===== src/rtl/md_sequencer.sv =====
// ---------------------------------------------------------------------------
// md_sequencer
//
// Multi-cycle multiply/divide sequencer for the five-stage pipeline. When a
// mul/div ALU op sits in execute it stalls the front of the pipe, pulses the
// start strobe of the shared mult/div unit, waits for the unit's ready level,
// then issues exactly one register-file writeback: the result to rd, or an
// exception code to the status register.
//
// Optional feature: define MD_TIMEOUT_EN to compile in a wait counter that
// aborts WAIT with exception code 3 after TIMEOUT cycles without md_rdy.
// In the default build the counter and the timeout path are absent and WAIT
// persists until md_rdy or flush.
//
// Ports
//   clock      in   system clock, rising edge
//   reset      in   asynchronous active-low reset
//   op_valid   in   R-type instruction valid in execute
//   aluop      in   [4:0] ALU opcode of the execute-stage instruction
//   rd_in      in   [4:0] destination register of that instruction
//   flush      in   squash the execute-stage instruction
//   md_rdy     in   mult/div result ready (level)
//   md_exc     in   mult/div exception, qualified by md_rdy
//   ctrl_mult  out  one-cycle multiplier start pulse
//   ctrl_div   out  one-cycle divider start pulse
//   stall      out  freeze PC, F/D and D/X latches
//   wb_en      out  register-file write enable
//   wb_sel     out  0 = mult/div result, 1 = zero-extended exc_code
//   wb_rd      out  [4:0] writeback register number
//   exc_code   out  [2:0] 0 none, 1 mul overflow, 2 div exception, 3 timeout
//   busy       out  sequencer is not idle
//
// Handshake with the mult/div unit: the start strobe (ctrl_mult/ctrl_div) is
// a single-cycle pulse in START; the unit answers by holding md_rdy high
// (with md_exc valid alongside it). md_rdy is only looked at in WAIT, so a
// stale or late ready level in any other state has no effect.
// ---------------------------------------------------------------------------
module md_sequencer #(
`ifdef MD_TIMEOUT_EN
   parameter int         TIMEOUT    = 40,
   parameter int         CNT_W      = 6,
`endif
   parameter logic [4:0] OP_MUL     = 5'b00110,
   parameter logic [4:0] OP_DIV     = 5'b00111,
   parameter logic [4:0] STATUS_REG = 5'd30
) (
   input  logic       clock,
   input  logic       reset,
   input  logic       op_valid,
   input  logic [4:0] aluop,
   input  logic [4:0] rd_in,
   input  logic       flush,
   input  logic       md_rdy,
   input  logic       md_exc,
   output logic       ctrl_mult,
   output logic       ctrl_div,
   output logic       stall,
   output logic       wb_en,
   output logic       wb_sel,
   output logic [4:0] wb_rd,
   output logic [2:0] exc_code,
   output logic       busy
);

   typedef enum logic [1:0] {
      S_IDLE  = 2'd0,
      S_START = 2'd1,
      S_WAIT  = 2'd2,
      S_DONE  = 2'd3
   } state_e;

   localparam logic [2:0] EXC_NONE = 3'd0;
   localparam logic [2:0] EXC_MUL  = 3'd1;
   localparam logic [2:0] EXC_DIV  = 3'd2;
`ifdef MD_TIMEOUT_EN
   localparam logic [2:0] EXC_TMO  = 3'd3;
`endif

   state_e     state_q, state_d;
   logic       is_div_q, is_div_d;
   logic [4:0] rd_q, rd_d;
   logic [2:0] exc_q, exc_d;
`ifdef MD_TIMEOUT_EN
   logic [CNT_W-1:0] cnt_q, cnt_d;
`endif

   logic is_mul_op, is_div_op, launch;

   assign is_mul_op = (aluop == OP_MUL);
   assign is_div_op = (aluop == OP_DIV);
   assign launch    = op_valid & ~flush & (is_mul_op | is_div_op);

   // ------------------------------------------------------------------------
   // State register
   // ------------------------------------------------------------------------
   always_ff @(posedge clock or negedge reset) begin
      if (!reset) begin
         state_q  <= S_IDLE;
         is_div_q <= 1'b0;
         rd_q     <= '0;
         exc_q    <= EXC_NONE;
      end else begin
         state_q  <= state_d;
         is_div_q <= is_div_d;
         rd_q     <= rd_d;
         exc_q    <= exc_d;
      end
   end

`ifdef MD_TIMEOUT_EN
   always_ff @(posedge clock or negedge reset) begin
      if (!reset) begin
         cnt_q <= '0;
      end else begin
         cnt_q <= cnt_d;
      end
   end
`endif

   // ------------------------------------------------------------------------
   // Next-state logic
   // ------------------------------------------------------------------------
   always_comb begin
      state_d  = state_q;
      is_div_d = is_div_q;
      rd_d     = rd_q;
      exc_d    = exc_q;
`ifdef MD_TIMEOUT_EN
      cnt_d    = cnt_q;
`endif

      unique case (state_q)
         S_IDLE: begin
            if (launch) begin
               state_d  = S_START;
               is_div_d = is_div_op;
               rd_d     = rd_in;
               exc_d    = EXC_NONE;
            end
         end

         S_START: begin
`ifdef MD_TIMEOUT_EN
            cnt_d = '0;
`endif
            state_d = flush ? S_IDLE : S_WAIT;
         end

         S_WAIT: begin
            // flush wins over a same-cycle ready: the op is squashed
            if (flush) begin
               state_d = S_IDLE;
            end else if (md_rdy) begin
               state_d = S_DONE;
               if (md_exc) begin
                  exc_d = is_div_q ? EXC_DIV : EXC_MUL;
               end else begin
                  exc_d = EXC_NONE;
               end
`ifdef MD_TIMEOUT_EN
            end else if (cnt_q == CNT_W'(TIMEOUT - 1)) begin
               // this is the TIMEOUT-th WAIT cycle without a ready
               state_d = S_DONE;
               exc_d   = EXC_TMO;
            end else if (cnt_q != '1) begin
               cnt_d = cnt_q + CNT_W'(1);
`endif
            end
         end

         S_DONE: begin
            // instruction still visible in execute here; never relaunch it
            state_d = S_IDLE;
         end

         default: state_d = S_IDLE;
      endcase
   end

   // ------------------------------------------------------------------------
   // Outputs: everything but stall is decoded from registered state only
   // ------------------------------------------------------------------------
   assign busy      = (state_q != S_IDLE);
   assign ctrl_mult = (state_q == S_START) & ~is_div_q;
   assign ctrl_div  = (state_q == S_START) &  is_div_q;
   assign wb_en     = (state_q == S_DONE);
   assign wb_sel    = (state_q == S_DONE) & (exc_q != EXC_NONE);
   assign wb_rd     = (state_q != S_DONE)    ? 5'd0 :
                      (exc_q != EXC_NONE)    ? STATUS_REG : rd_q;
   assign exc_code  = exc_q;

   // The launch term is gated by reset so stall stays low while reset is
   // held even if a mul/div op is presented.
   assign stall = reset & (((state_q == S_IDLE) & launch) |
                           (state_q == S_START) |
                           (state_q == S_WAIT));

endmodule

===== config.mk =====
export PLATFORM = sky130hd
export DESIGN_NAME = md_sequencer
export DESIGN_NICKNAME = d
export VERILOG_FILES = /design/src/rtl/md_sequencer.sv
export SDC_FILE = /design/constraint.sdc
export NUM_CORES = 1
export LEC_CHECK = 0
export CELL_PAD_IN_SITES_DETAIL_PLACEMENT = 1
export CELL_PAD_IN_SITES_GLOBAL_PLACEMENT = 1
export CORE_ASPECT_RATIO = 1.1
export CORE_MARGIN = 4
export CORE_UTILIZATION = 28
export DETAILED_ROUTE_END_ITERATION = 10
export GPL_ROUTABILITY_DRIVEN = 0
export PLACE_DENSITY = 0.88
export SKIP_CTS_REPAIR_TIMING = 1
export SLEW_MARGIN = 25
export SYNTH_ARGS = -nofsm -noshare
export SYNTH_HDL_FRONTEND = slang
export SYNTH_SLANG_ARGS = --single-unit

===== constraint.sdc =====
create_clock -name clock -period 2.9 [get_ports clock]
set_input_delay 0.29 -clock clock [delete_from_list [all_inputs] [get_ports clock]]
set_output_delay 0.29 -clock clock [all_outputs]
set_load 0.02 [all_outputs]

[Yosys cells after proc, flatten, opt, wreduce, memory -nomap -nowiden]
Index checks and enable logic that the tools add are counted.
Storage, ports and cells
  register bits after elaboration: 11
  word-level logic and storage cells: 46
Operators by class
  equal/unequal tests: 10
  muxes and demuxes: 13
  bitwise operators: 12
  reductions and logical operators: 7
Operators by type and width (number)
  $mux W2: 6
  $eq A5 B3 Y1 const B: 2
  $mux W5: 2
  $mux W3: 3
  $ne A2 B2 Y1 const B: 4
  $pmux W2 S4: 1
  $and A1 B1 Y1: 7
  $pmux W3 S2: 1
  $eq A2 B2 Y1 const B: 2
  $reduce_and A2 Y1: 2
  $reduce_and A4 Y1: 1
  $reduce_bool A2 Y1: 2
  $ne A3 B3 Y1 const B: 1
  $or A1 B1 Y1: 3
  $reduce_bool A3 Y1: 1
  $eq A2 B1 Y1 const B: 1
  $logic_not A2 Y1: 1
  $not A1 Y1: 2

[Longest topological paths before layout]
  depth in word-level cells: 7
  mapped depth: 3
  mapped depth without buffers: 3

[Worst setup path after synthesis]
Ideal clock, no wire load.
  path kind: input port to output port
  start: input port aluop[4]
  end: output port stall
  arrival: 1.075 ns
  data required time: 2.610 ns
  setup slack: 1.535 ns
  cell stages on the path: 3
  buffers on the path: 0
  cell sequence: and4bb_2 -> nand3b_1 -> a21oi_1
On the way
  word-level cells in the longest chain between the ends: 7
Ends and longest elaborated chain
  start: declaration: line 50  | input logic [4:0] aluop,
  $eq A5 B3 Y1 (on tied branches): line 89, 90
  $or A1 B1 Y1 *: line 91  | assign launch = op_valid & ~flush & (is_mul_op | is_div_op);
  $and A1 B1 Y1 *: line 91
  $and A1 B1 Y1 *: line 194  | assign stall = reset & (((state_q == S_IDLE) & launch) |
  $or A1 B1 Y1 *: line 194
  $or A1 B1 Y1 *: line 195  | (state_q == S_START) |
  $and A1 B1 Y1 *: line 194
  end: declaration: line 57  | output logic stall,
Mark *: on every way between the ends. The rest lies on a longest branch, timed or not.

[Worst setup path after layout]
Same ends and word-level chain as after synthesis.

==> key figures <==
Timing
  • RSZ-0062 raised after global routing: false
  • Fin. Hold Viols: 0
  • Final period utilization: 0.755
  • Final setup vio count: 0
  • Worst Skew: 0.375 ps
  • Hold Worst Slack: approximately 330 ps
  • Worst Slack Setup Final: about 710 ps
  • Final setup TNS: 0 ps
  • Fmax: roughly 460 MHz
  • Fin crit period: 2190 ps
  • Final max-slew violation count: 0

Drt
  • Post-route DRC: 0
  • Highest routed layer: met4
  • Routed WL: 1420 um
  • Wirelength per Cell: 14.2 um
  • WL met2: roughly 730 um
  • Via/cell ratio: 4.98
  • DR vias: between 400 and 500
  • Initial drt markers: 4
  • Met1 WL: around 600 um
  • Final ANT Viol Nets: 0
  • Pre-antenna DRT Iters: 2
  • Met3 wire len: 63 um

Hold path
  • Worst hold path class: primary input to asynchronous set/reset pin

Global routing
  • Vias in the first global route: 505
  • Largest net degree at the start of global routing: 12
  • Global-route wire length before repair: 2260 um
  • Initial antenna violation count: 0
  • Grt ovf: 0
  • Overall Global Routing Usage: 0.117

Critical path
  • FF-to-FF setup slack: 1550 ps
  • FF-to-FF path depth: 3
  • Cell Chain, Critical Path: clkdlybuf4s50_1, and4bb_2, nand3b_1, a21oi_1, clkdlybuf4s50_1
  • Critical Path End Type: output port
  • Crit path required time: 2610 ps
  • Critical path launch point type: primary input
  • Max incr delay on CP: 620 ps
  • Reg2reg end: rd_q[0]$_DFFE_PN0P_
  • R2R Path Start: state_q[1]$_DFFE_PN0P_
  • Worst Path Max Fanout: 3
  • Worst-path cell with the longest stage delay: clkdlybuf4s50_1
  • WS Path Type: primary input to output port
  • Crit path to: stall
  • CP Data Arrival Time: 1900 ps
  • Worst Setup SP: aluop[4]
  • CP most frequent cell: clkdlybuf4s50_1

Power and ir drop
  • Max IR drop VDD: around 0.21 mV
  • Total internal power: roughly 0.00026 W
  • Overall Power: 0.000344 W
  • Logic pwr share: 0.223
  • Sequential power share: 0.511
  • Sw Share: 0.259
  • Clock power share: 0.266
  • NetSw: 0.0000891 W
  • Leak Pwr: 0.382 nW
  • Cell Pwr Density: 403 mW/mm^2

Floorplanning
  • Boundary Pins: 30
  • Starting density of the core: 0.297
  • Die W: 49.5 um
  • Die area: approximately 0.0027 sq mm
  • CORE AREA: 0.00178 sq mm
  • Die height: about 54 um
  • # rows: 16

Synthesis
  • Avg Cell Area, Syn: 10.4 sq um
  • Post-synthesis cell count: 51
  • Syn nets: 67
  • Netlist cell types: 19
  • Register area share after synthesis: 0.473
  • Mapped Area: 529 sq um
  • Yosys warns: 0
  • #FFs+latches synth: 10

Layout
  • Nets: 100
  • Syn-to-layout area delta: 61.5%
  • Fraction of layout cells with a size suffix above 1: 0.171
  • Commonest non-fill, non-tap cells in the layout: clkdlybuf4s50_1, dfrtp_1, nor2_1
  • Ant diodes: 0
  • Most common cell after layout, fill and taps aside: clkdlybuf4s50_1

Clock network
  • Clk_lat worst skew: around 260 ps
  • CTS tree: built
  • Clk slew on worst S/H paths: 60 ps
  • CTS Sinks: 10
  • Root buf cell: clkbuf_4
  • Max clock buf depth: 2
  • H-tree depth: 1
  • Total CTS buffers: 3

Flow run
  • Max-capacitance violation count: 0

Placed design
  • Placement Setup Slack: 700 ps
  • I/O Buffers: 28
  • HPWL Detailed: 1120 um

Outcome
  • Status: finished clean
## through the flow
step	instance area, sq um	std cells	util
final	855	100	0.480
after global routing	855	100	0.480
after CTS	855	100	0.480
after detailed placement	832	97	0.467
after global placement	832	97	0.467
after floorplan	529	51	-
## routing by layer
| metal | vias up | global-route usage |
|---|---|---|
| li1 | 238 | - |
| met1 | 241 | 0.126 |
| met2 | 17 | 0.208 |
| met3 | 2 | 0.0249 |
| met4 | 0 | 0.0829 |
| met5 | - | 0 |
## flip-flops by register name, indices dropped and copies added, names as in the netlist
name / count
exc_code: 2
state_q: 2
rd_q: 5
is_div_q: 1
## power by group through the flow
stage	Sequential, W	Clock (W)	Combinational, W
2_1_floorplan	0.000177	0	0.0000380
3_3_place_gp	0.000177	0	0.0000750
3_5_place_dp	0.000179	0	0.0000777
4_1_cts	0.000176	0.0000952	0.0000782
5_1_grt	0.000179	0.000100	0.0000866
6_report	0.000176	0.0000916	0.0000770
## cells in the mapped netlist, drive strengths merged
master,instances,area share
inv,3,0.021
nand2,5,0.035
nand4b,1,0.045
nand4bb,1,0.021
xnor2,1,0.017
a31o,2,0.033
nand3b,1,0.014
a21oi,1,0.0094
conb,1,0.0071
mux2i,1,0.019
and3,1,0.012
nor3b,3,0.043
nor2,9,0.069
and4bb,1,0.024
nor3,4,0.038
mux2,5,0.11
dfrtp,10,0.47
buf,1,0.014
## cell families (layout without fill, tap and decap cells)
group / Yosys count / in the layout / share of synthesized area
AOI/OAI and AO/OA: 3 / 3 / 0.0426
xor gates and xnor gates: 1 / 1 / 0.0166
buffers and inverters: 4 / 35 / 0.0355
DFF: 10 / 10 / 0.473
muxes: 6 / 6 / 0.125
other: 1 / 1 / 0.00709
and+or+nand+nor: 26 / 26 / 0.300
## final cells by class
| type | instances | area [sq um] |
|---|---|---|
| Multi-Input combinational cell | 37 | 260 |
| Inverter | 3 | 11.3 |
| Timing Repair Buffer | 29 | 288 |
| Fill cell | 192 | 927 |
| Sequential cell | 10 | 250 |
| Tap cell | 18 | 22.5 |
| Clock buffer | 3 | 22.5 |
## worst max-delay path, delay by kind of cell
family | cells | cell delay (ps)
AND/OR/NAND/NOR | 2 | 450
buffers and inverters | 2 | 1010
AO/OA/AOI/OAI | 1 | 150
## worst min path at each step
stage | slack (ps) | endpoint | cells past startpoint | from
2_1_floorplan | -6 | exc_code[0]$_DFFE_PN0P_ | 0 | reset
3_3_place_gp | 480 | rd_q[0]$_DFFE_PN0P_ | 1 | rd_q[0]$_DFFE_PN0P_
3_5_place_dp | 500 | rd_q[1]$_DFFE_PN0P_ | 1 | rd_q[1]$_DFFE_PN0P_
4_1_cts | 340 | rd_q[0]$_DFFE_PN0P_ | 2 | reset
5_1_grt | 340 | rd_q[1]$_DFFE_PN0P_ | 2 | reset
6_report | 330 | rd_q[1]$_DFFE_PN0P_ | 2 | reset
(Power assumes the default switching activity.)
